<file path="config.mk">
export PLATFORM = sky130hd
export DESIGN_NAME = dmem_responder
export DESIGN_NICKNAME = d
export VERILOG_FILES = /design/src/rtl/dmem_responder.sv
export SDC_FILE = /design/constraint.sdc
export NUM_CORES = 2
export LEC_CHECK = 0
export CORE_MARGIN = 3
export CORE_UTILIZATION = 45
export CTS_BUF_LIST = sky130_fd_sc_hd__clkbuf_8
export DETAILED_ROUTE_END_ITERATION = 7
export HOLD_SLACK_MARGIN = 0.02
export PLACE_DENSITY = 0.72
export SLEW_MARGIN = 25
export SYNTH_ARGS = -nofsm -noshare
export SYNTH_HDL_FRONTEND = slang
export SYNTH_SLANG_ARGS = --single-unit
</file>
<file path="constraint.sdc">
create_clock -name clk -period 10.61 [get_ports clk]
set_clock_uncertainty 0.05 [all_clocks]
set_input_delay 1.5915 -clock clk [delete_from_list [all_inputs] [get_ports clk]]
set_output_delay 1.5915 -clock clk [all_outputs]
set_load 0.01 [all_outputs]
</file>
<file path="src/rtl/dmem_responder.sv">
// dmem_responder: 2^AW x DW data RAM behind the memory stage.
// Zero sweep after reset, pipeline port first, debug port second.
module dmem_responder #(
    parameter int AW = 8,
    parameter int DW = 8,
    parameter bit CLEAR_ON_RESET = 1'b1
) (
    input  logic          clk,
    input  logic          reset,
    input  logic          req_en,
    input  logic          req_we,
    input  logic [AW-1:0] req_addr,
    input  logic [DW-1:0] req_wdata,
    output logic [DW-1:0] rsp_rdata,
    output logic          rsp_valid,
    input  logic          dbg_req,
    input  logic          dbg_we,
    input  logic [AW-1:0] dbg_addr,
    input  logic [DW-1:0] dbg_wdata,
    output logic [DW-1:0] dbg_rdata,
    output logic          dbg_ack,
    output logic          busy
);

    localparam int DEPTH = 1 << AW;

    typedef enum logic [1:0] {
        S_INIT,
        S_RUN,
        S_DACK
    } state_t;

    state_t        r_state;
    logic [AW-1:0] r_clr_ptr;
    logic [DW-1:0] r_mem [DEPTH];
    logic [DW-1:0] r_rsp_rdata;
    logic          r_rsp_valid;
    logic [DW-1:0] r_dbg_rdata;
    logic          r_dbg_ack;

    logic          w_clr;
    logic          w_pipe;
    logic          w_dbg;
    logic          w_we;
    logic [AW-1:0] w_waddr;
    logic [DW-1:0] w_wdata;

    assign w_clr  = (r_state == S_INIT);
    assign w_pipe = !w_clr && req_en;
    // Debug only wins an idle RUN cycle; DACK never accepts.
    assign w_dbg  = (r_state == S_RUN) && !req_en && dbg_req;

    always_comb begin
        w_we    = 1'b0;
        w_waddr = r_clr_ptr;
        w_wdata = '0;
        if (!reset) begin
            unique case (1'b1)
                w_clr: begin
                    w_we = 1'b1;
                end
                w_pipe: begin
                    w_we    = req_we;
                    w_waddr = req_addr;
                    w_wdata = req_wdata;
                end
                w_dbg: begin
                    w_we    = dbg_we;
                    w_waddr = dbg_addr;
                    w_wdata = dbg_wdata;
                end
                default: ;
            endcase
        end
    end

    always_ff @(posedge clk) begin
        if (w_we) r_mem[w_waddr] <= w_wdata;
    end

    always_ff @(posedge clk) begin
        if (reset) begin
            r_state     <= CLEAR_ON_RESET ? S_INIT : S_RUN;
            r_clr_ptr   <= '0;
            r_rsp_rdata <= '0;
            r_rsp_valid <= 1'b0;
            r_dbg_rdata <= '0;
            r_dbg_ack   <= 1'b0;
        end else begin
            r_rsp_valid <= 1'b0;
            r_dbg_ack   <= 1'b0;
            if (w_pipe && !req_we) begin
                r_rsp_rdata <= r_mem[req_addr];
                r_rsp_valid <= 1'b1;
            end
            case (r_state)
                S_INIT: begin
                    r_clr_ptr <= r_clr_ptr + 1'b1;
                    if (r_clr_ptr == '1) r_state <= S_RUN;
                end
                S_RUN: begin
                    if (w_dbg) begin
                        if (!dbg_we) r_dbg_rdata <= r_mem[dbg_addr];
                        r_dbg_ack <= 1'b1;
                        r_state   <= S_DACK;
                    end
                end
                S_DACK: begin
                    r_state <= S_RUN;
                end
                default: begin
                    r_state <= S_RUN;
                end
            endcase
        end
    end

    assign rsp_rdata = r_rsp_rdata;
    assign rsp_valid = r_rsp_valid;
    assign dbg_rdata = r_dbg_rdata;
    assign dbg_ack   = r_dbg_ack;
    assign busy      = w_clr;

endmodule

</file>
==> reports/qor.txt <==
start-to-end type of the worst setup path = input port to flop
Post-layout nets = 5939
site row count = 170
cell mode on critical path = sky130_fd_sc_hd__buf_4
top layer used by detailed routing = met5
static leakage = 38.03 nW
DPL Wire Length = 218.2 mm
width of the chip = 473.1 µm
Core Footprint = 215700 µm²
sequence of cells on the critical path = clkdlybuf4s50_1 > buf_4 > o21ba_2 > and2_0 > a222oi_1 > nor2b_1 > nand3_1 > buf_4 > nor2_1
max-slew violation total from the final report = 0
switching pwr = 4.030 mW
Tmin final = 5.389 ns
overall die area = 223800 µm²
DRC Markers = 0
clock tree sinks = 2076
type of the most critical hold path = flop to flop
pin count of the biggest net entering global routing = 181
number of buffers on the longest clock path = 4
cell-internal power = 12.64 mW
number of vias per cell after detailed routing = 7.126
number of distinct standard cells referenced by the synthesized netlist = 79
clock latency on the worst-skew pair = 1.08 ns
power density cells = 155.1 nW/µm²
async set-or-reset flop fraction in the synthesized netlist = 0%
Final Hold Violating Endpoints = 0
Max stage delay on crit path = 0.69 ns
Area growth, synth to finish = 9.440%
number of nets produced by synthesis = 5828
total standard cell area after synthesis = 98180 µm²
met1 WL = 114.1 mm
switch share = 24.17%
part of the total power dissipated in sequential elements = 53.3%
count of cells along the worst register-to-register path = 7
Primary FF master, synth = sky130_fd_sc_hd__edfxtp_1
hold-fix buffer count after cts = 0
CTS Root Cell = sky130_fd_sc_hd__clkbuf_8
antenna violations before repair = 29
RSZ-0062 raised after global routing = false
postcts setup bufs = 0
H-tree levels = 5
sort of element at the start of the critical path = input port
Synth Area per Inst = 16.96 µm²
launching instance or port of the critical path = reset
measured slew at the worst slew-check pin = 1.265 ns
critical path fanouts, max = 27
mean routed wirelength per cell = 37.65 µm
end point of the critical path = r_mem[33][2]$_DFFE_PP_
highest-count cells in the layout ignoring fill and taps = sky130_fd_sc_hd__edfxtp_1, sky130_fd_sc_hd__mux2i_1, sky130_fd_sc_hd__mux4_2, sky130_fd_sc_hd__clkbuf_8, sky130_fd_sc_hd__nor2_1
startpoint of the worst hold path = r_clr_ptr[7]$_SDFFE_PP0P_
Critical Path AT = 5.97 ns
filler cell count = 17470
Starting DRT DRC Count = 11420
worst path required time = 11.19 ns
Die Span Y = 473.1 µm
wire length of the first global-routing pass = 471.8 mm
overall routing resource usage = 29.72%
iteration count of the initial detailed-routing pass = 7
CTS resizes = 0
proportion of power drawn by combinational gates = 6.8%
leading cell type in the layout, fill and taps excluded = sky130_fd_sc_hd__edfxtp_1
number of synthesized flops with an enable pin = 2048
startpoint of the worst register-to-register path = r_state[1]$_SDFFE_PP0P_
status = complete, no violations
total wirelength of the detailed-routed design = 339.0 mm
final sum of negative setup slack = 0 ns
TritonCTS clock tree = built
flop and latch count out of synthesis = 2076
share of synthesized area occupied by flip-flops and latches = 63.21%
endpoint of the lowest-slack register-to-register path = r_mem[33][2]$_DFFE_PP_
Remaining Overflow, GRT = 0
Overall Power = 16.67 mW
number of buffers created by CTS = 342
final weighted congestion in routability-driven placement = 1.043
number of setup violations in the final report = 0
library cell contributing the largest single delay on the critical path = sky130_fd_sc_hd__nand3_1
effective utilization at floorplan = 45.52%
Fmax = 0.1855 GHz
maximum resistive drop on vdd = 0.09059 mV
routed wire length on met3 = 54.53 mm
part of the power in the clock network = 39.9%
clock input transition at the sequential cells of the worst setup and hold paths = 0.06 ns
Crit. End Element = flop
count of synthesis-stage warnings from yosys = 0
number of vias after detailed routing = 64160
Max transition margin = 13.48%
post-route antenna net violation count = 0
share of post-route cells with drive strength above 1 = 22.35%
part of the cycle the worst path needs = 50.80%
io pins = 57
setup slack of the worst register-to-register path = 6.08 ns
number of global-route vias before repair = 61830
count of max-cap constraint violations = 0
detailed-routed wire length on met2 = 147.6 mm
synthesized instance count = 5789
number of port buffers = 56
final standard cell utilization of the core = 49.82%
-- routing by layer --
layer	track usage, %	up-vias
met5	1.017	-
met4	16.93	26
met3	12.08	1154
met2	42.91	5980
met1	37.93	32500
li1	-	24510
-- stage by stage --
step | area (µm²) | instances | hold WS (ns) | worst slack, ns
6_report | 107500 | 9004 | 0.5145 | 5.221
5_1_grt | 107400 | 8986 | 0.5348 | 5.021
4_1_cts | 107300 | 8980 | 0.5073 | 5.473
3_5_place_dp | 101100 | 8392 | 0.4962 | 4.334
3_3_place_gp | 101000 | 8389 | 0.4770 | 3.151
2_1_floorplan | 98180 | 5789 | 0.4208 | 1.062
-- power by group through the flow --
stage / Clock [mW] / Combinational (mW) / Sequential, mW
floorplan: 0 / 0.709 / 9.05
global placement: 0 / 1.08 / 9.05
detailed placement: 0 / 1.08 / 9.05
CTS: 6.65 / 1.09 / 8.88
global route: 7.04 / 1.14 / 8.88
finish: 6.65 / 1.14 / 8.88
-- cell usage after synthesis (16+ instances only) --
cell type	number	area share [%]
sky130_fd_sc_hd__a2111oi_0	44	0.39
sky130_fd_sc_hd__a211o_1	27	0.24
sky130_fd_sc_hd__a211oi_1	69	0.53
sky130_fd_sc_hd__a21oi_1	174	0.89
sky130_fd_sc_hd__a221oi_1	27	0.24
sky130_fd_sc_hd__a22oi_1	60	0.46
sky130_fd_sc_hd__buf_1	29	0.11
sky130_fd_sc_hd__buf_2	102	0.52
sky130_fd_sc_hd__buf_4	78	0.60
sky130_fd_sc_hd__buf_6	63	0.72
sky130_fd_sc_hd__clkbuf_1	171	0.65
sky130_fd_sc_hd__dfxtp_1	28	0.57
sky130_fd_sc_hd__edfxtp_1	2048	63
sky130_fd_sc_hd__mux2_2	16	0.18
sky130_fd_sc_hd__mux2i_1	744	7.6
sky130_fd_sc_hd__mux4_2	664	15
sky130_fd_sc_hd__nand2_1	280	1.1
sky130_fd_sc_hd__nand3_1	49	0.25
sky130_fd_sc_hd__nor2_1	347	1.3
sky130_fd_sc_hd__nor3_1	41	0.21
sky130_fd_sc_hd__nor4_1	25	0.16
sky130_fd_sc_hd__o21ai_0	92	0.47
sky130_fd_sc_hd__o221ai_1	129	1.2
sky130_fd_sc_hd__o22ai_1	246	1.6
-- worst min-delay path by stage --
stage,endpoint,slack (ns),cells past startpoint
2_1_floorplan,r_clr_ptr[7]$_SDFFE_PP0P_,0.42,2
3_5_place_dp,r_clr_ptr[5]$_SDFFE_PP0P_,0.50,2
4_1_cts,r_clr_ptr[5]$_SDFFE_PP0P_,0.51,2
5_1_grt,r_clr_ptr[1]$_SDFFE_PP0P_,0.53,2
6_report,r_clr_ptr[7]$_SDFFE_PP0P_,0.51,2
3_3_place_gp,r_clr_ptr[1]$_SDFFE_PP0P_,0.48,2
-- final cells by class --
class,instances,area (µm²),share of cell area (%)
multi-input combinational,3240,33450,31.13
sequential,2076,62060,57.76
tap,2838,3551,3.305
inverter,8,35.03,0.03260
clock inverter,226,1235,1.149
timing repair buffer,232,2085,1.940
clock buffer,362,4982,4.637
antenna,22,55.05,0.05124
-- kinds of logic after synthesis --
group	after synthesis	synth area share [%]
compound gates	950	6.676
xor+xnor	5	0.04460
fa+ha+maj	1	0.01274
buf+inv	473	3.021
flops	2076	63.21
mux	1434	23.27
simple gates	850	3.770
-- worst max-delay path: cells and delay by family --
kind	cells	cell delay, ns
simple gates	4	2.20
compound gates	2	0.81
buf+inv	3	1.34
-- flip-flops by register name, indices dropped and copies added, names as in the netlist --
| register | flops |
|---|---|
| r_mem | 2048 |
| dbg_rdata | 8 |
| r_clr_ptr | 8 |
| rsp_rdata | 8 |
| r_state | 2 |
| dbg_ack | 1 |
| rsp_valid | 1 |
(Power assumes the default switching activity.)
